--- src/rtl/fifo_uart_tx.sv ---
// 8N1 UART transmitter that drains a byte FIFO with a registered (one-cycle latency) data_out.
// One read is in flight at a time: IDLE raises read_enable, FETCH waits out the latency, LOAD captures.
module fifo_uart_tx #(
   parameter int unsigned CLKS_PER_BIT = 8
) (
   input  logic       clk,
   input  logic       rst_n,
   input  logic [7:0] fifo_data,
   input  logic       fifo_empty,
   output logic       fifo_read_enable,
   output logic       tx,
   output logic       busy,
   output logic       byte_done
);

   localparam logic [2:0] StIdle  = 3'd0;
   localparam logic [2:0] StFetch = 3'd1;
   localparam logic [2:0] StLoad  = 3'd2;
   localparam logic [2:0] StStart = 3'd3;
   localparam logic [2:0] StData  = 3'd4;
   localparam logic [2:0] StStop  = 3'd5;

   localparam logic [7:0] CntLast = 8'(CLKS_PER_BIT - 1);

   logic [2:0] state_q, state_d;
   logic [7:0] shift_q, shift_d;
   logic [2:0] bit_cnt_q, bit_cnt_d;
   logic [7:0] clk_cnt_q, clk_cnt_d;
   logic       tx_q, tx_d;
   logic       re_q, re_d;
   logic       busy_q;
   logic       byte_done_q, byte_done_d;
   logic       bit_end;

   assign bit_end = (clk_cnt_q == CntLast);

   always_comb begin
      state_d     = state_q;
      shift_d     = shift_q;
      bit_cnt_d   = bit_cnt_q;
      clk_cnt_d   = clk_cnt_q;
      tx_d        = tx_q;
      re_d        = 1'b0;
      byte_done_d = 1'b0;
      case (state_q)
         StIdle: begin
            tx_d = 1'b1;
            if (!fifo_empty) begin
               re_d    = 1'b1;
               state_d = StFetch;
            end
         end
         // data_out updates on this edge; it is captured one cycle later
         StFetch: state_d = StLoad;
         StLoad: begin
            shift_d   = fifo_data;
            tx_d      = 1'b0;
            clk_cnt_d = 8'd0;
            state_d   = StStart;
         end
         StStart: begin
            if (bit_end) begin
               clk_cnt_d = 8'd0;
               bit_cnt_d = 3'd0;
               tx_d      = shift_q[0];
               state_d   = StData;
            end else begin
               clk_cnt_d = clk_cnt_q + 8'd1;
            end
         end
         StData: begin
            if (bit_end) begin
               clk_cnt_d = 8'd0;
               if (bit_cnt_q == 3'd7) begin
                  tx_d    = 1'b1;
                  state_d = StStop;
               end else begin
                  shift_d   = {1'b0, shift_q[7:1]};
                  tx_d      = shift_q[1];
                  bit_cnt_d = bit_cnt_q + 3'd1;
               end
            end else begin
               clk_cnt_d = clk_cnt_q + 8'd1;
            end
         end
         StStop: begin
            if (bit_end) begin
               clk_cnt_d   = 8'd0;
               byte_done_d = 1'b1;
               state_d     = StIdle;
            end else begin
               clk_cnt_d = clk_cnt_q + 8'd1;
            end
         end
         default: begin
            tx_d    = 1'b1;
            state_d = StIdle;
         end
      endcase
   end

   always_ff @(posedge clk or negedge rst_n) begin
      if (!rst_n) begin
         state_q     <= StIdle;
         shift_q     <= 8'd0;
         bit_cnt_q   <= 3'd0;
         clk_cnt_q   <= 8'd0;
         tx_q        <= 1'b1;
         re_q        <= 1'b0;
         busy_q      <= 1'b0;
         byte_done_q <= 1'b0;
      end else begin
         state_q     <= state_d;
         shift_q     <= shift_d;
         bit_cnt_q   <= bit_cnt_d;
         clk_cnt_q   <= clk_cnt_d;
         tx_q        <= tx_d;
         re_q        <= re_d;
         busy_q      <= (state_d != StIdle);
         byte_done_q <= byte_done_d;
      end
   end

   assign fifo_read_enable = re_q;
   assign tx               = tx_q;
   assign busy             = busy_q;
   assign byte_done        = byte_done_q;

endmodule

--- config.mk ---
export PLATFORM = sky130hd
export DESIGN_NAME = fifo_uart_tx
export DESIGN_NICKNAME = d
export VERILOG_FILES = /design/src/rtl/fifo_uart_tx.sv
export SDC_FILE = /design/constraint.sdc
export NUM_CORES = 1
export LEC_CHECK = 0
export ABC_AREA = 1
export CAP_MARGIN = 20
export CORE_UTILIZATION = 50
export CTS_BUF_LIST = sky130_fd_sc_hd__clkbuf_16
export CTS_CLUSTER_DIAMETER = 120
export DETAILED_ROUTE_END_ITERATION = 8
export GPL_TIMING_DRIVEN = 0
export PLACE_DENSITY = 0.73
export SLEW_MARGIN = 20
export SYNTH_ARGS = -nofsm -noshare
export SYNTH_HDL_FRONTEND = slang
export SYNTH_SLANG_ARGS = --single-unit
--- constraint.sdc ---
create_clock -name clk -period 1.32 [get_ports clk]
set_input_delay 0.264 -clock clk [delete_from_list [all_inputs] [get_ports clk]]
set_output_delay 0.264 -clock clk [all_outputs]
set_load 0.02 [all_outputs]
# Word-level counts from Yosys, hierarchy flattened
# Cells that the tools add are included.
# totals
ram_bits	0
ff_bits	26
rom_bits	0
output_inout_bits	4
latch_bits	0
memories	0
# classes
reduce_logical	10
add_sub_neg	2
eq_ne	10
shift	0
n_lt_le_gt_ge	0
mul	0
div_mod_pow	0
bitwise_logic	1
muxes	23
# ops
op	n
8-bit case mux with 2 select lines	2
3-bit 2-to-1 mux	8
8-bit 2-to-1 mux	3
3-bit case mux with 6 select lines	1
3-bit == test, second input constant	3
8-bit by 1-bit adder with 8-bit output, second input constant	1
8-bit by 3-bit == test with 1-bit output, second input constant	1
1-bit 2-to-1 mux	7
3-bit by 2-bit == test with 1-bit output, second input constant	2
2-bit != test, second input constant	3
3-bit case mux with 2 select lines	1
3-bit AND reduction	2
2-bit nonzero test	3
1-bit case mux with 4 select lines	1
4-bit AND reduction	1
3-bit by 1-bit adder with 3-bit output, second input constant	1
3-bit by 1-bit == test with 1-bit output, second input constant	1
3-bit logical NOT	1
3-bit nonzero test	1
3-bit OR reduction	1
2-bit OR reduction	1
1-bit inverter	1

# Logic depth before layout (Yosys ltp)
# Gate-level depths: netlist of the first run.
# depth
depth_word	5
ltp_mapped	9
mapped_depth_nobuf	9

# Least setup slack after synthesis of the first run
# No wires, ideal clock.
# synth_timing
kind	flip-flop to flip-flop
from	register clk_cnt_q[0]
to	register busy_q, in the netlist busy
arrival_ps	1241
setup_ps	120
synth_period_minus_slack_ps	1360
t_required_ps	1200
stages_incl_launch_ff	9
slack_ps	-40
path_cell_list	dfrtp_1 ha_1 nand3_2 nor2_4 nand2_1 nand2_1 inv_1 nor2_1 nand2_1
# synth_between
elab_chain_cells	4
elab_cells_between_ends	6
classes_between	1 x eq/ne; 4 x mux; 1 x reduce/logical
# synth_rtl
element	line_no	source
start, declared	28	logic [7:0] clk_cnt_q, clk_cnt_d;
start signal, assigned	116	clk_cnt_q <= clk_cnt_d;
8-bit by 3-bit == test with 1-bit output (*)	35	assign bit_end = (clk_cnt_q == CntLast);
3-bit 2-to-1 mux (on tied branches)	87, 62, 72	
3-bit case mux with 6 select lines (*)	45	case (state_q)
3-bit nonzero test (*)	119	busy_q <= (state_d != StIdle);
end signal, assigned	119	
end, declared	31	logic busy_q;
# Mark *: on every way between the ends. The rest lies on a longest branch, timed or not.
# A chain may end at the register's enable or synchronous reset.

# Worst setup path after layout of the first run
# layout_timing
from	register bit_cnt_q[0]
to	register shift_q[4]
# layout_between
elab_chain_cells	3
# layout_rtl
element	line_no	source
start, declared	27	logic [2:0] bit_cnt_q, bit_cnt_d;
start signal, assigned	115	bit_cnt_q <= bit_cnt_d;
3-bit == test	74	if (bit_cnt_q == 3'd7) begin
2-bit != test (no source line)	-	
3-bit AND reduction (no source line)	-	
end signal, assigned	114	shift_q <= shift_d;
end, declared	26	logic [7:0] shift_q, shift_d;
# Every way passes these cells.

==> impl_results.rst, run 1 <==
.. list-table::
   :header-rows: 1

   * - Metric
     - Value
   * - Violated checks
     - setup timing
   * - Element type at the critical path end
     - flop
   * - Chip Height
     - 54.92 um
   * - Buffering stage count on the worst path with inverters included
     - 2
   * - H-Tree Level Count
     - 1
   * - RR Startpoint
     - bit_cnt_q[0]
   * - Lkg Pwr
     - 1.034 nW
   * - Proportion of total power due to net switching
     - 19.92%
   * - PwrDens
     - 791.8 nW/um^2
   * - Global route total overflow
     - 0
   * - Kind of start point of the critical path
     - flop
   * - Setup violation total in the final timing report
     - 11
   * - Buffer levels on the longest clock path
     - 2
   * - Synthesis-to-layout area growth
     - 39.77%
   * - Most area-hungry cell type in the Yosys netlist
     - sky130_fd_sc_hd__dfrtp_1
   * - Antenna Violating Nets Remaining
     - 0
   * - Transition time of the tightest slew-check pin
     - 578.9 ps
   * - Worst clock skew
     - 4.356 ps
   * - Count of hold-fix buffers inserted at cts
     - 0
   * - Hold_ws
     - 0.04308 ps
   * - Clock input transition at the sequential cells of the worst setup and hold paths
     - 70 ps
   * - Clock tree from TritonCTS
     - done
   * - Placer's final routability congestion estimate
     - 0.8027
   * - # rows
     - 18
   * - Most frequent cells after synthesis
     - 78 x sky130_fd_sc_hd__nand2_1, 25 x sky130_fd_sc_hd__dfrtp_1, 17 x sky130_fd_sc_hd__inv_1
   * - Most frequently used flop master after synthesis
     - sky130_fd_sc_hd__dfrtp_1
   * - Count of antenna diodes in the layout
     - 0
   * - Residual DRC
     - 0
   * - Fraction of final layout cells with drive strength greater than 1
     - 33.19%
   * - DR pass1 iterations
     - 4
   * - Peak clock frequency supported by timing
     - 0.7107 GHz
   * - Starting DRT DRC Count
     - 29
   * - Standard cell core area
     - 2567 um^2
   * - Wire length per cell after detailed routing
     - 13.80 um
   * - Area of the die
     - 3016 um^2
   * - First-pass GRT wire length
     - 4581 um
   * - Netlist area before placement
     - 1400 um^2
   * - Post-route non-filler standard cell count
     - 259
   * - Total of max-cap violations
     - 0
   * - Pin count of the biggest net entering global routing
     - 27
   * - Area share of the leading cell type in the synthesized netlist
     - 44.68%
   * - Cell Count Post-Placement
     - 228
   * - CTS sink cnt
     - 26
   * - Clk Tree Root Cell
     - sky130_fd_sc_hd__clkbuf_16
   * - Count of vias placed by the detailed router
     - 1,357
   * - Worst IR drop on VDD
     - 593.4 uV
   * - Number of antenna violations at the first check in global routing
     - 0
   * - Number of flip-flops and latches in the synthesized netlist
     - 26
   * - Fin nets
     - 244
   * - Cell depth of the worst flop-to-flop path
     - 9
   * - Overall power after layout
     - 1.549 mW
   * - Combinational Power Share
     - 3.8%
   * - Post-synthesis cell type count
     - 25
   * - Path category of the worst min-delay check
     - in2async
   * - Headroom to the max-slew limit
     - 61.41%
   * - Initial core utilization
     - 54.53%
   * - I/O pin count
     - 15
   * - Mean cell area of the mapped netlist
     - 7.609 um^2
   * - Share of synthesized area occupied by flip-flops and latches
     - 46.56%
   * - Unrepaired setup endpoints after global routing
     - yes
   * - Internal power summed over all cells
     - 1.241 mW
   * - Final period demand of the worst path
     - 1407 ps
   * - Critical path's slowest cell
     - sky130_fd_sc_hd__dfrtp_1
   * - Number of input and output port buffers inserted
     - 14
   * - Detailed-route wire length
     - 3575 um
   * - Data required, critical path
     - 1470 ps
   * - Ordered cell list for the critical path
     - ha_2 > ha_4 > inv_2 > nand2_2 > nand2_2 > o21ai_4 > buf_4 > nand2_1 > nand2_1
   * - Stage delay of the slowest cell on the critical path
     - 400 ps
   * - Leading cell type by number of instances after synthesis
     - sky130_fd_sc_hd__nand2_1
   * - Number of flops mapped to enable cells by yosys
     - 0
   * - Die W
     - 54.92 um
   * - Pre-CTS setup slack
     - -340.3 ps
   * - Setup CP Type
     - reg2reg
   * - Global Route Usage Sum
     - 21.10%
   * - Fill cell total of the finished layout
     - 176
   * - Seq pwr share
     - 52.3%
   * - Worst path setup slack after routing
     - -87.05 ps
   * - FF-to-FF setup slack
     - -90 ps
   * - Arrival time worst endpoint
     - 1560 ps
   * - Worst R2R End
     - shift_q[4]
   * - Net Switching
     - 0.3087 mW
   * - Vias in the first global route
     - 1,078
   * - Final cycle utilization of the critical path
     - 106.6%
   * - Synth Warn #
     - 0
   * - Top fanout value on the critical path
     - 4
   * - Ys async rst share
     - 100.0%
   * - Placed wire-length estimate
     - 1961 um
   * - Cts bufs inserted
     - 3
   * - Biggest area contributors in the synthesized netlist
     - sky130_fd_sc_hd__dfrtp_1 45%, sky130_fd_sc_hd__nand2_1 21%, sky130_fd_sc_hd__inv_1 4.6%, sky130_fd_sc_hd__nand3_1 3.9%, sky130_fd_sc_hd__o21ai_0 3.2%
   * - Instance count of the mapped netlist
     - 184
   * - Dominant delay contributor by cell family on the critical path
     - flip-flops
   * - Synth Net Count
     - 198
   * - Setup TNS after final layout
     - -645.7 ps
   * - Via density per instance
     - 5.239
   * - Worst-skew pair later-pin latency
     - 260 ps
   * - Result of the run
     - finished with violations
   * - Clock Power Share
     - 43.9%
   * - Max Slew Vio Count
     - 0
   * - Final hold violation count
     - 0
-- area by class of cell --
cell class	instances	area, um^2	area share (%)
inverter	21	81.33	4.156
timing repair buffer	41	340.3	17.39
clock buffer	3	75.07	3.836
tap	30	37.54	1.918
buffer	1	11.26	0.5754
multi-input combinational	136	750.7	38.36
sequential	26	656.9	33.57
clock inverter	1	3.754	0.1918
-- layout by cell type, fill, tap and decap left out, drive strengths merged --
cell type      instances
o211ai                 1
nor2                  17
dlygate4sd2            3
o22ai                  1
clkbuf                 3
nor3                   2
a21oi                  3
o31ai                  1
inv                   22
dfrtp                 25
ha                     3
o21ai                 12
nand3                 12
nand3b                 1
clkdlybuf4s50          9
buf                   30
xor2                   2
dfstp                  1
nand2                 81
-- metal layers --
layer,global-route usage [%],up-vias,share of wire [%]
met1,29.50,642,42
met3,1.639,8,4.3
met4,6.250,0,1.4
met5,0,-,0
met2,34.74,43,52
li1,-,664,-
-- repair_timing --
item / CTS / global route
resized for setup: 16 / 29
pin swaps: 4 / 13
setup endpoints to repair: 48 / 24
buffers inserted: 10 / 17
gates cloned: 0 / 0
-- cells by family (layout without fill, tap and decap cells) --
family | after synthesis | after routing | share of synthesized area, %
compound gates | 18 | 18 | 8.491
xor+xnor | 2 | 2 | 1.251
flops | 26 | 26 | 46.56
buf+inv | 22 | 67 | 6.345
simple gates | 113 | 113 | 34.67
fa+ha+maj | 3 | 3 | 2.681
-- worst max path at each step --
stage / endpoint / start / slack [ps] / cells after the start
CTS: shift_q[6] / clk_cnt_q[0] / -110 / 8
detailed placement: shift_q[6] / rst_n / -340 / 1
finish: shift_q[4] / bit_cnt_q[0] / -90 / 9
floorplan: busy / clk_cnt_q[0] / -10 / 8
global route: shift_q[5] / bit_cnt_q[0] / -140 / 9
global placement: shift_q[5] / rst_n / -300 / 1
-- stage by stage --
step | area [um^2] | util [%]
after floorplan | 1403 | -
after global placement | 1580 | 61.55
after detailed placement | 1580 | 61.55
after CTS | 1754 | 68.32
after global routing | 1957 | 76.22
final | 1957 | 76.22
-- power by group through the flow --
stage	Clock [mW]	Combinational (mW)	Sequential (mW)
final	0.681	0.0581	0.810
after global routing	0.712	0.0662	0.810
after CTS	0.670	0.0593	0.810
after detailed placement	0	0.0606	0.825
after global placement	0	0.0597	0.825
after floorplan	0	0.00944	0.826
-- registers in the layout (all words and copies together), names as in the netlist --
name and count:
shift_q 8, fifo_read_enable 1, clk_cnt_q 8, state_q 3
tx 1, byte_done 1, busy 1, bit_cnt_q 3
-- worst reg2reg max path, stage by stage, from the launching register on --
cell and delay, ps:
sky130_fd_sc_hd__dfrtp_1 400, sky130_fd_sc_hd__ha_2 200, sky130_fd_sc_hd__ha_4 170, sky130_fd_sc_hd__inv_2 50, sky130_fd_sc_hd__nand2_2 60, sky130_fd_sc_hd__nand2_2 80, sky130_fd_sc_hd__o21ai_4 90, sky130_fd_sc_hd__buf_4 160
sky130_fd_sc_hd__nand2_1 50, sky130_fd_sc_hd__nand2_1 50
Note: power is estimated with default switching activity, not from simulation.
==> run 2, diff against run 1 <==
- GPL_TIMING_DRIVEN: 0 -> unset
- clock period: 1.32 -> 1.2 ns (I/O delays scaled with it)
==> impl_results.rst, run 2 (same netlist as run 1, synthesis figures left out) <==
.. list-table::
   :header-rows: 1

   * - Metric
     - Value
   * - Placed wire-length estimate
     - 2461 um
   * - Area of the die
     - 3016 um^2
   * - Unrepaired setup endpoints after global routing
     - yes
   * - Die W
     - 54.92 um
   * - Residual DRC
     - 0
   * - Buffer levels on the longest clock path
     - 2
   * - Arrival time worst endpoint
     - 1600 ps
   * - Total of max-cap violations
     - 0
   * - Combinational Power Share
     - 4.6%
   * - Synthesis-to-layout area growth
     - 58.62%
   * - Leading cell type in the layout, fill and taps excluded
     - sky130_fd_sc_hd__nand2_1
   * - Hold_ws
     - 347.2 ps
   * - Fraction of final layout cells with drive strength greater than 1
     - 42.45%
   * - Global Route Usage Sum
     - 27.20%
   * - Result of the run
     - finished with violations
   * - Transition time of the tightest slew-check pin
     - 296.3 ps
   * - Via density per instance
     - 5.484
   * - Fin nets
     - 260
   * - Peak clock frequency supported by timing
     - 0.6909 GHz
   * - Placement-stage cell area
     - 1852 um^2
   * - Worst-skew pair later-pin latency
     - 260 ps
   * - Path category of the worst min-delay check
     - in2async
   * - Worst path setup slack after routing
     - -247.4 ps
   * - Net Switching
     - 0.3546 mW
   * - Clock tree from TritonCTS
     - done
   * - Violated checks
     - setup timing
   * - Global route total overflow
     - 0
   * - Worst clock skew
     - 2.548 ps
   * - Cell Count Post-Placement
     - 257
   * - Setup TNS after final layout
     - -3874 ps
   * - Setup violation total in the final timing report
     - 23
   * - Clk Tree Root Cell
     - sky130_fd_sc_hd__clkbuf_16
   * - Top fanout value on the critical path
     - 7
   * - Final hold violation count
     - 0
   * - Seq pwr share
     - 51.6%
   * - Post-route cell area
     - 2221 um^2
   * - Placer's final routability congestion estimate
     - 0.8693
   * - Element type at the critical path end
     - flop
   * - PwrDens
     - 778.8 nW/um^2
   * - Clock Power Share
     - 43.9%
   * - Post-route non-filler standard cell count
     - 275
   * - Internal power summed over all cells
     - 1.375 mW
   * - First-pass GRT wire length
     - 5685 um
   * - Worst IR drop on VDD
     - 704.6 uV
   * - Final period demand of the worst path
     - 1447 ps
   * - Final core utilization
     - 86.50%
   * - Headroom to the max-slew limit
     - 80.16%
   * - DR pass1 iterations
     - 4
   * - Kind of start point of the critical path
     - flop
   * - Final cycle utilization of the critical path
     - 120.6%
   * - Vias in the first global route
     - 1,322
   * - Starting DRT DRC Count
     - 57
   * - Cts bufs inserted
     - 3
   * - Count of antenna diodes in the layout
     - 0
   * - Max Slew Vio Count
     - 0
   * - H-Tree Level Count
     - 1
   * - Number of input and output port buffers inserted
     - 14
   * - Largest registers in the final layout
     - clk_cnt_q x8, shift_q x8
   * - CTS sink cnt
     - 26
   * - Leading cell types in the layout, fill and taps excluded
     - 68 x sky130_fd_sc_hd__nand2_1, 34 x sky130_fd_sc_hd__buf_4, 21 x sky130_fd_sc_hd__dfrtp_1
   * - Clock input transition at the sequential cells of the worst setup and hold paths
     - 70 ps
   * - Number of antenna violations at the first check in global routing
     - 0
   * - Standard cell core area
     - 2567 um^2
   * - Count of vias placed by the detailed router
     - 1,508
   * - Antenna Violating Nets Remaining
     - 0
   * - Setup CP Type
     - reg2reg
   * - Fill cell total of the finished layout
     - 120
   * - Wire length per cell after detailed routing
     - 16.38 um
   * - I/O pin count
     - 15
   * - Initial core utilization
     - 54.53%
   * - Pin count of the biggest net entering global routing
     - 27
   * - Chip Height
     - 54.92 um
   * - Proportion of total power due to net switching
     - 20.50%
   * - # rows
     - 18
   * - Data required, critical path
     - 1350 ps
   * - Lkg Pwr
     - 1.134 nW
   * - Detailed-route wire length
     - 4504 um
run 2: routing by layer:
metal  global-route usage, %  share of wire (%)  wire [um]
met1                   32.37                 42       1913
met2                   47.59                 52       2347
met3                   4.372                3.9        175
met4                   12.50                1.5         68
met5                       0                  0          0
run 2: repair_timing:
action / 4_1_cts / 5_1_grt
setup buffers: 6 / 7
resized for setup: 40 / 27
endpoints found under the setup margin: 28 / 27
pin swaps: 12 / 12
hold buffers: 0 / 0
gates cloned: 1 / 0
run 2: layout make-up:
type                            instances  area (um^2)  share of cell area, %
Clock inverter                          1        3.754                 0.1690
Multi-Input combinational cell        137        848.3                  38.20
Tap cell                               30        37.54                  1.690
Sequential cell                        26        656.9                  29.58
Clock buffer                            3        75.07                  3.380
Timing Repair Buffer                   57        513.0                  23.10
Inverter                               21        86.33                  3.887
run 2: worst max-delay path, cell delays in order (launching register included):
cell and delay [ps]:
sky130_fd_sc_hd__dfrtp_1 410, sky130_fd_sc_hd__ha_4 180, sky130_fd_sc_hd__nand3_4 100, sky130_fd_sc_hd__nor2_4 60, sky130_fd_sc_hd__buf_6 120, sky130_fd_sc_hd__o21ai_4 230, sky130_fd_sc_hd__inv_4 100, sky130_fd_sc_hd__nand2_2 80
sky130_fd_sc_hd__nand2_1 50
run 2: path summary, 6_finish.rpt:
check                      cells past startpoint  slack [ps]            to         start
max in group asynchronous                      2         620            tx         rst_n
min in group clk                               2         480            tx            tx
min reg2reg                                    2         480            tx            tx
max                                            8        -250    shift_q[1]  clk_cnt_q[0]
min                                            2         350  clk_cnt_q[6]         rst_n
max reg2reg                                    8        -250    shift_q[1]  clk_cnt_q[0]
run 2: power by group through the flow:
stage / clock network [mW] / logic, mW / registers (mW)
after floorplan: 0 / 0.0104 / 0.909
after global placement: 0 / 0.0738 / 0.907
after detailed placement: 0 / 0.0774 / 0.908
after CTS: 0.760 / 0.0776 / 0.891
after global routing: 0.784 / 0.0871 / 0.892
final: 0.759 / 0.0794 / 0.892
run 2: per-stage QoR:
stage / worst slack [ps] / power, mW
2_1_floorplan: -130.5 / 0.9191
3_3_place_gp: -171.9 / 0.9812
3_5_place_dp: -239.3 / 0.9852
4_1_cts: -178.4 / 1.728
5_1_grt: -289.6 / 1.763
6_report: -247.4 / 1.730
==> run 3, diff against run 2 <==
- CTS_BUF_LIST: sky130_fd_sc_hd__clkbuf_16 -> sky130_fd_sc_hd__clkbuf_8
==> impl_results.rst, run 3 (same netlist as run 1, synthesis figures left out) <==
.. list-table::
   :header-rows: 1

   * - Metric
     - Value
   * - Count of hold-fix buffers inserted at cts
     - 0
   * - Violated checks
     - setup timing
   * - Final period demand of the worst path
     - 1390 ps
   * - Wire length per cell after detailed routing
     - 13.89 um
   * - Result of the run
     - finished with violations
   * - Setup CP Type
     - reg2reg
   * - Last element of the critical path
     - shift_q[2]
   * - Residual DRC
     - 0
   * - CTS sink cnt
     - 26
   * - Area of the die
     - 3016 um^2
   * - Synthesis-to-layout area growth
     - 52.73%
   * - Leading cell types in the layout, fill and taps excluded
     - 66 x sky130_fd_sc_hd__nand2_1, 38 x sky130_fd_sc_hd__buf_4, 23 x sky130_fd_sc_hd__dfrtp_1
   * - Chip Height
     - 54.92 um
   * - Headroom to the max-slew limit
     - 83.09%
   * - Antenna Violating Nets Remaining
     - 0
   * - Clock Power Share
     - 37.1%
   * - Number of input and output port buffers inserted
     - 14
   * - Worst IR drop on VDD
     - 697.1 uV
   * - Ordered cell list for the critical path
     - nor2_2 > nand2_2 > nor2_4 > buf_4 > o21ai_2 > nand2_1 > nand2_1
   * - Standard cell core area
     - 2567 um^2
   * - Total of max-cap violations
     - 0
   * - Largest registers in the final layout
     - clk_cnt_q x8, shift_q x8
   * - RR Startpoint
     - clk_cnt_q[5]
   * - Arrival time worst endpoint
     - 1560 ps
   * - Worst R2R End
     - shift_q[2]
   * - FF-to-FF setup slack
     - -190 ps
   * - Unrepaired setup endpoints after global routing
     - yes
   * - Critical path's slowest cell
     - sky130_fd_sc_hd__dfrtp_1
   * - Die W
     - 54.92 um
   * - Kind of start point of the critical path
     - flop
   * - Number of antenna violations at the first check in global routing
     - 0
   * - Combinational Power Share
     - 5.2%
   * - Hold_ws
     - 335.5 ps
   * - Global route total overflow
     - 0
   * - First-pass GRT wire length
     - 5630 um
   * - Stage delay of the slowest cell on the critical path
     - 400 ps
   * - I/O pin count
     - 15
   * - Final cycle utilization of the critical path
     - 115.8%
   * - Net Switching
     - 0.3197 mW
   * - Placed wire-length estimate
     - 2461 um
   * - Worst path setup slack after routing
     - -189.7 ps
   * - Placement-stage cell area
     - 1852 um^2
   * - Global Route Usage Sum
     - 27.12%
   * - Setup violation total in the final timing report
     - 23
   * - Seq pwr share
     - 57.8%
   * - Setup TNS after final layout
     - -3313 ps
   * - Leading cell type in the layout, fill and taps excluded
     - sky130_fd_sc_hd__nand2_1
   * - Path category of the worst min-delay check
     - in2async
   * - Placer's final routability congestion estimate
     - 0.8693
   * - Initial core utilization
     - 54.53%
   * - Fill cell total of the finished layout
     - 149
   * - H-Tree Level Count
     - 1
   * - Element type at the critical path end
     - flop
   * - Most common cell on crit path
     - sky130_fd_sc_hd__nand2_1
   * - Clk Tree Root Cell
     - sky130_fd_sc_hd__clkbuf_8
   * - Transition time of the tightest slew-check pin
     - 253.0 ps
   * - Via density per instance
     - 5.172
   * - Clock tree from TritonCTS
     - done
   * - Detailed-route wire length
     - 3793 um
   * - PwrDens
     - 721.3 nW/um^2
   * - Final hold violation count
     - 0
   * - Peak clock frequency supported by timing
     - 0.7196 GHz
   * - Critical Path Source
     - clk_cnt_q[5]
   * - Fraction of final layout cells with drive strength greater than 1
     - 41.98%
   * - Vias in the first global route
     - 1,285
   * - Cts bufs inserted
     - 3
   * - Pin count of the biggest net entering global routing
     - 27
   * - Post-route cell area
     - 2138 um^2
   * - Count of antenna diodes in the layout
     - 0
   * - Proportion of total power due to net switching
     - 20.73%
   * - Count of vias placed by the detailed router
     - 1,412
   * - DR pass1 iterations
     - 4
   * - Cell depth of the worst flop-to-flop path
     - 7
   * - # rows
     - 18
   * - Max Slew Vio Count
     - 0
   * - Starting DRT DRC Count
     - 45
   * - Data required, critical path
     - 1370 ps
   * - Lkg Pwr
     - 1.087 nW
   * - Worst clock skew
     - 1.941 ps
   * - Top fanout value on the critical path
     - 8
   * - Fin nets
     - 258
   * - Clock input transition at the sequential cells of the worst setup and hold paths
     - 90 ps
   * - Buffer levels on the longest clock path
     - 2
   * - Internal power summed over all cells
     - 1.223 mW
   * - Worst-skew pair later-pin latency
     - 270 ps
## run 3: cell types whose count changed in the layout (fill, tap and decap cells not counted), sizes merged
cell,delta
dlygate4sd2,-2
clkdlybuf4s15,+1
clkinv,-1
buf,-2
clkbuf,+2
## run 3: metrics by stage
step,total power [mW],instances,worst slack (ps),utilization [%]
6_report,1.542,273,-189.7,83.28
5_1_grt,1.587,273,-275.3,83.28
4_1_cts,1.549,270,-168.3,79.87
3_5_place_dp,0.9852,257,-239.3,72.12
3_3_place_gp,0.9812,257,-171.9,72.12
2_1_floorplan,0.9191,184,-130.5,-
## run 3: how the worst min path moves through the flow
stage,to,start,cells past startpoint
finish,busy,rst_n,2
global route,busy,rst_n,2
CTS,fifo_read_enable,rst_n,2
global placement,tx,tx,2
detailed placement,shift_q[5],shift_q[5],2
floorplan,bit_cnt_q[0],rst_n,0
## run 3: critical path: cells and delay by family, from the launching register on
| family | cells | cell delay, ps |
|---|---|---|
| buffers and inverters | 1 | 160 |
| AND/OR/NAND/NOR | 5 | 640 |
| AO/OA/AOI/OAI | 1 | 90 |
| flip-flops | 1 | 400 |
## run 3: what timing repair did
item | CTS | global route
setup endpoints to repair | 29 | 28
gates cloned | 1 | 0
setup buffers | 8 | 4
gates resized for setup | 34 | 26
pin swaps | 14 | 21
## run 3: per-layer routing
layer | up-vias | GRT usage (%) | wire, um
met2 | 48 | 44.98 | 1888
li1 | 696 | - | -
met3 | 12 | 2.732 | 121
met1 | 656 | 34.02 | 1684
met4 | 0 | 15.83 | 98
met5 | - | 0 | 0
## run 3: power groups by stage
stage                     clock network, mW  registers (mW)  logic, mW
after floorplan                           0           0.909     0.0104
after global placement                    0           0.907     0.0738
after detailed placement                  0           0.908     0.0774
after CTS                             0.581           0.890     0.0776
after global routing                  0.607           0.892     0.0875
final                                 0.572           0.891     0.0795
## run 3: layout make-up
| cell class | count | area, um^2 | share of cell area [%] |
|---|---|---|---|
| multi-input combinational | 137 | 829.5 | 38.79 |
| sequential | 26 | 654.4 | 30.60 |
| timing repair buffer | 55 | 473.0 | 22.12 |
| inverter | 21 | 88.84 | 4.154 |
| clock buffer | 4 | 55.05 | 2.575 |
| tap | 30 | 37.54 | 1.755 |
